$ cat config.mk
export PLATFORM = sky130hd
export DESIGN_NAME = regfile_mp
export DESIGN_NICKNAME = d
export VERILOG_FILES = /design/src/rtl/regfile_mp.sv
export SDC_FILE = /design/constraint.sdc
export NUM_CORES = 2
export LEC_CHECK = 0
export ABC_CLOCK_PERIOD_IN_PS = 5300
export BUFFER_PORTS_ARGS = -buffer_cell sky130_fd_sc_hd__buf_2
export CAP_MARGIN = 40
export CORE_UTILIZATION = 35
export CTS_BUF_LIST = sky130_fd_sc_hd__clkbuf_4
export CTS_CLUSTER_DIAMETER = 120
export DETAILED_ROUTE_END_ITERATION = 16
export PLACE_DENSITY = 0.56
export SLEW_MARGIN = 20
export SYNTH_ARGS = -nofsm -noshare
export SYNTH_HDL_FRONTEND = slang
export SYNTH_SLANG_ARGS = --single-unit
$ cat constraint.sdc
create_clock -name clk -period 5.3 [get_ports clk]
set_input_delay 1.06 -clock clk [delete_from_list [all_inputs] [get_ports clk]]
set_output_delay 1.06 -clock clk [all_outputs]
set_load 0.01 [all_outputs]
$ cat src/rtl/regfile_mp.sv
// regfile_mp: multi-port integer register file.
//   NREAD combinational read ports, two synchronous write ports (port 1 wins
//   on an address clash), optional hardwired-zero r0, optional write-to-read
//   bypass. After reset a clear sweep zeroes one entry per cycle; ready goes
//   high once every entry has been cleared.
// Ports:
//   clk, rst          clock, synchronous active-high reset
//   ra / rd           packed read addresses / read data, port i in slice i
//   we0/wa0/wd0       write port 0 (lower priority)
//   we1/wa1/wd1       write port 1 (higher priority)
//   ready             clear sweep finished, writes accepted
//   clr_idx           current clear-sweep index
//   dbg               contents of register DEBUG_IDX (read-port semantics)
module regfile_mp #(
  parameter int XLEN      = 32,
  parameter int NREGS     = 32,
  parameter int NREAD     = 2,
  parameter int ZERO_REG  = 1,
  parameter int BYPASS    = 1,
  parameter int DEBUG_IDX = 2,
  localparam int AW       = $clog2(NREGS)
) (
  input  logic                  clk,
  input  logic                  rst,
  input  logic [NREAD*AW-1:0]   ra,
  output logic [NREAD*XLEN-1:0] rd,
  input  logic                  we0,
  input  logic [AW-1:0]         wa0,
  input  logic [XLEN-1:0]       wd0,
  input  logic                  we1,
  input  logic [AW-1:0]         wa1,
  input  logic [XLEN-1:0]       wd1,
  output logic                  ready,
  output logic [AW-1:0]         clr_idx,
  output logic [XLEN-1:0]       dbg
);

  typedef enum logic {
    ST_CLEAR = 1'b0,
    ST_READY = 1'b1
  } state_e;

  // One extra bit so that NREGS itself fits, even when NREGS is a power of 2.
  localparam logic [AW:0]   NREGS_W  = (AW+1)'(NREGS);
  localparam logic [AW-1:0] LAST_IDX = AW'(NREGS - 1);
  localparam logic [AW-1:0] DBG_A    = AW'(DEBUG_IDX);
  localparam bit            DBG_OK   = (DEBUG_IDX < NREGS);

  state_e            state_q, state_d;
  logic [AW-1:0]     clr_q, clr_d;
  logic [XLEN-1:0]   mem_q [NREGS];
  logic              ready_s;
  logic              commit0_s, commit1_s;

  // An address names real, writable storage: inside the array and not a
  // hardwired-zero r0. Reads of anything else return 0.
  function automatic logic addr_ok(input logic [AW-1:0] a);
    return ({1'b0, a} < NREGS_W) && !((ZERO_REG != 0) && (a == '0));
  endfunction

  assign ready_s   = (state_q == ST_READY);
  assign commit0_s = ready_s && we0 && addr_ok(wa0);
  assign commit1_s = ready_s && we1 && addr_ok(wa1);

  // Read mux shared by every read port and dbg. Bypass checks port 1 first
  // so that the forwarded value matches what the edge will store.
  function automatic logic [XLEN-1:0] read_mux(input logic [AW-1:0] a);
    logic [XLEN-1:0] v;
    if (!ready_s || !addr_ok(a)) begin
      v = '0;
    end else if ((BYPASS != 0) && commit1_s && (wa1 == a)) begin
      v = wd1;
    end else if ((BYPASS != 0) && commit0_s && (wa0 == a)) begin
      v = wd0;
    end else begin
      v = mem_q[a];
    end
    return v;
  endfunction

  // Sweep sequencing: advance the clear index until the last entry is done.
  always_comb begin
    state_d = state_q;
    clr_d   = clr_q;
    case (state_q)
      ST_CLEAR: begin
        if (clr_q == LAST_IDX) begin
          state_d = ST_READY;
          clr_d   = '0;
        end else begin
          clr_d = clr_q + AW'(1);
        end
      end
      ST_READY: begin
        state_d = ST_READY;
        clr_d   = '0;
      end
      default: begin
        state_d = ST_CLEAR;
        clr_d   = '0;
      end
    endcase
  end

  // State and sweep-index registers.
  always_ff @(posedge clk) begin
    if (rst) begin
      state_q <= ST_CLEAR;
      clr_q   <= '0;
    end else begin
      state_q <= state_d;
      clr_q   <= clr_d;
    end
  end

  // Storage: sweep clear in CLEAR, port writes in READY (port 1 last wins).
  always_ff @(posedge clk) begin
    if (!rst) begin
      if (state_q == ST_CLEAR) begin
        mem_q[clr_q] <= '0;
      end else begin
        if (commit0_s) mem_q[wa0] <= wd0;
        if (commit1_s) mem_q[wa1] <= wd1;
      end
    end
  end

  // Combinational read ports and debug tap.
  always_comb begin
    rd = '0;
    for (int i = 0; i < NREAD; i++) begin
      rd[i*XLEN +: XLEN] = read_mux(ra[i*AW +: AW]);
    end
    if (DBG_OK) begin
      dbg = read_mux(DBG_A);
    end else begin
      dbg = '0;
    end
  end

  assign ready   = ready_s;
  assign clr_idx = clr_q;

endmodule
---- Word level (Yosys, flattened, before mapping) ----
Memory sizes are Yosys's and may differ from the RTL's.
Index checks and enable logic that the tools add are counted.
storage, ports and cells
  register bits ........................... 6
  output and inout bits ................... 102
  memories kept ........................... 1
  bits in writable memories ............... 1,024
  logic and storage cells ................. 59
cells by class
  equal/unequal tests ..................... 7
  reductions and logical operators ........ 20
  bitwise operators ....................... 1
  add/sub/neg operators ................... 1
  multiplexer cells ....................... 27
memory list
  name   depth  width  rd ports  clocked after memory_dff  wr ports  line  text
  mem_q  32     32     3         0                         2         51    logic [XLEN-1:0] mem_q [NREGS];
operators with widths
  kind                                                 number
  2-to-1 mux 32 bit                                    10
  OR reduction 32 bit                                  1
  equality test 5 bit                                  4
  logical NOT 5 bit                                    4
  2-to-1 mux 1 bit                                     13
  equality test 5 x 2 -> 1 bit, second input constant  2
  logical AND 1 bit                                    10
  2-to-1 mux 5 bit                                     2
  one-hot mux 5 bit (2 select lines)                   1
  adder 5 x 1 -> 5 bit, second input constant          1
  equality test 5 bit, second input constant           1
  logical NOT 1 bit                                    3
  logical OR 1 bit                                     2
  one-hot mux 1 bit (2 select lines)                   1
  inverter 1 bit                                       1

---- Logic depth before layout (Yosys ltp) ----
  depth in word-level cells ............... 9
  gate-level depth with buffers ........... 9
  gate-level depth less buffers ........... 5

---- Worst setup path before layout ----
Ideal clock, no wire load.
  path type ............................... input-to-reg
  from .................................... input port wa0[2]
  to ...................................... memory mem_q[1][0], enable pin
  path slack .............................. 0.886 ns
  cell stages on the path ................. 8
  arrival time ............................ 3.981 ns
  required time ........................... 4.867 ns
  library setup time ...................... 0.433 ns
  cell sequence ........................... buf_2 -> nor3_4 -> a211oi_4 -> buf_4 -> buf_6 -> mux2i_1 -> nand2_1 -> o22ai_1
RTL lines
  item         line  text
  from (decl)  28    input logic [AW-1:0] wa0,
  to (decl)    51

---- Worst setup path in the final report ----
  from .................................... register state_q, in the netlist ready
  to ...................................... output port dbg[14]
on the way
  word-level cells in the longest chain between the ends .. 6
  elaborated cells on any way between the ends .. 9
  classes of those cells .................. mux (3); reduce/logical (6)
ends and longest elaborated chain
  item                             line  text
  from (decl)                      49    state_e state_q, state_d;
  from (signal assigned)           111   state_q <= state_d;
  logical AND 1 bit (2 in series)  62    assign commit0_s = ready_s && we0 && addr_ok(wa0);
  logical AND 1 bit                73    end else if ((BYPASS != 0) && commit0_s && (wa0 == a)) begin
  2-to-1 mux 32 bit                73
  2-to-1 mux 32 bit                71    end else if ((BYPASS != 0) && commit1_s && (wa1 == a)) begin
  2-to-1 mux 32 bit *              69    if (!ready_s || !addr_ok(a)) begin
  to (decl)                        35    output logic [XLEN-1:0] dbg
Every way passes the cells marked *; elsewhere a longest branch is shown, timed or not.

==> results.toml <==
[detailed_routing]
route.detailed.drc = 0
dr.first_iter.drc_count = 7780
routed_wl_um = 263000
via_count = 51438
ant_nets = 0
drt-pass1-iter-count = 7
wire_per_inst_um = 31.8
routed_via_density = 6.22

[place]
dp_slack_ns = 0.393
place.gp.congestion = 0.881
io_buffer_count = 189
place_hpwl_um = 162000
dp.cells = 7760
post_dp_cell_area_um2 = 66400

[sta]
hold_violations = 0
relSlewSlack = 0.353
period_share = 1.02
fin_worst_skew_ns = 0.0858
fin_ws_ns = -0.104
whs_ns = 0.191
slew_viol_final = 0
worst_slew_pin_slew_ns = 0.967
rsz0062_at_grt = "no"
timing.fmax_ghz = 0.185
setup_viol = 7
period_needed_ns = 5.40
timing.setup.tns_ns = -0.271

[synth]
synth_nets = 5750
ys_async_sr_fraction = 0
syn_area_per_cell_um2 = 10.8
synth-edff-count = 1024
ys_seq_area_frac = 0.503
yosysTopAreaCell = "edfxtp_1"
synth_ff_type = "edfxtp_1"
syn_inst = 5660
synthDistinctLibCells = 56
synth_top_area_frac = 0.501
yosys-top-cells-area = "edfxtp_1 (50%), mux4_2 (9.6%), o21ai_0 (8.0%)"
syn-cell-area_um2 = 61400
synth_seq_cells = 1030
synth_warnings = 0

[setup_path]
crit_required_ns = 4.24
cp-start-kind = "flop"
endpoint_kind = "output port"
path_class = "flop to output port"
cp_max_fo = 39
critPathArrivalTime_ns = 4.34

[pwr]
total_power_mw = 18.0
peakVddDrop_mv = 0.280
powerDensity_nw_per_um2 = 256
leakage_nw = 25.5

[cts]
cts_made_buffers = 299
clk_pin_slew_ns = 0.07
clk_path_buf_depth = 4
cts_sinks = 1030
clkLatencyLatePin_ns = 1.36
clk_root_buffer_cell = "clkbuf_4"
cts_setup_buffers = 0
cts_tree = "done"
htreeDepth = 5

[global_routing]
grt_pass1_vias = 48894
grt_max_degree = 65
grt-ovfl-total = 0
antenna_found_initial = 27
grt_pass1_wl_um = 365000
grt_use_total = 0.291

[floorplanning]
die_area_um2 = 177000
fp.dieH_um = 421
initial_core_util = 0.353
num_rows = 153
die_w_um = 421
ios = 190
coreArea_um2 = 174000

[run_status]
status = "finished with violations"
violations = "negative setup slack"

[final_layout]
drive_gt1_frac = 0.263
synthToLayoutAreaGrowth_pct = 14.1
final_cell_area_um2 = 70100
final_core_util = 0.403
nets = 5832
stdcell_count = 8270

[run]
max_cap_viol_count = 0

[worst_hold_path]
min_path_type = "input pin to flop"
==> final timing paths <==
kind | startpoint | slack (ns) | endpoint | cells past startpoint
max reg2reg | ready$_SDFF_PP0_ | 1.75 | mem_q[2][7]$_DFFE_PP_ | 6
min | wd0[10] | 0.19 | mem_q[2][10]$_DFFE_PP_ | 3
min reg2reg | clr_idx[0]$_SDFF_PP0_ | 0.57 | clr_idx[0]$_SDFF_PP0_ | 1
max | ready$_SDFF_PP0_ | -0.10 | dbg[14] | 6
==> cells in the mapped netlist, types with 6 or more instances <==
library cell  number
a31oi_1           36
nand2b_1          13
clkbuf_1         405
o22ai_1          128
mux2_2           250
a22oi_1           63
nor3_1           142
buf_2            240
a21oi_1           34
a22o_1           186
xnor2_1           11
o21ai_1           12
o21bai_1          28
dfxtp_1            6
mux2i_1          262
inv_1             34
nand2_1         1136
nor4_1            10
mux4_2           262
nand3_1           65
buf_6             12
buf_4             20
buf_1             43
o31ai_1           62
edfxtp_1        1024
nor2_1            52
o21ai_0          983
o211ai_1          64
xor2_1            11
==> critical path, cell delays in order (launching register included) <==
cell      delay, ns
dfxtp_2        0.35
buf_4          0.31
and2_2         0.30
nand4b_1       0.65
buf_4          0.57
a31oi_1        0.53
buf_2          0.24
==> cell families after synthesis <==
kind of cell,after synthesis,synth area share
xor gates and xnor gates,22,0.00314
adders and majority gates,2,0.000408
and+or+nand+nor,1472,0.0996
DFF,1030,0.503
buffers and inverters,757,0.0540
muxes,774,0.185
AOI/OAI and AO/OA,1603,0.155
==> layout by cell type, fill, tap and decap left out, types with 33 or more instances in the layout <==
master and count:
a22oi_1 63, mux2i_1 262, a21oi_1 33, o22ai_1 126, mux4_2 262, a31oi_1 34
buf_2 185, buf_12 66, edfxtp_1 1024, nand3_1 65, nor3_1 133, nand2_1 1133
nor2_1 46, inv_1 34, o31ai_1 62, buf_4 210, a22o_1 186, o211ai_1 64
clkinv_1 40, mux2_2 250, clkbuf_4 429, o21ai_0 983
==> per-layer routing <==
metal  GRT usage  vias up  part of all wire
met4       0.174       12             0.061
met3      0.0768      895              0.13
met1       0.379    25155              0.37
li1            -    21548                 -
met2       0.434     3828              0.44
met5     0.00191        -           0.00062
==> where the power goes <==
group          internal (mW)  switching, mW
logic                  0.569           1.04
registers               8.87         0.0271
clock network           3.82           3.63
total                   13.3           4.69
==> sequential cells by signal, summed over array words and instances, names as in the netlist <==
register,cells
mem_q,1024
clr_idx,5
ready,1
==> final cells by class <==
class / instances / area, um2
clock buffers: 429 / 3220
repair buffers: 504 / 4720
clock inverters: 51 / 275
diodes: 24 / 60.1
flip-flops and latches: 1030 / 30900
inverters: 34 / 128
fillers: 16492 / 104000
well taps: 2325 / 2910
multi-input cells: 3873 / 27900
==> timing repair <==
item	4_1_cts	5_1_grt
gates resized for setup	1	0
setup endpoints to repair	2	0
hold endpoints to repair	1	0
hold buffers	1	0
Power figures use the tool's default switching activity.
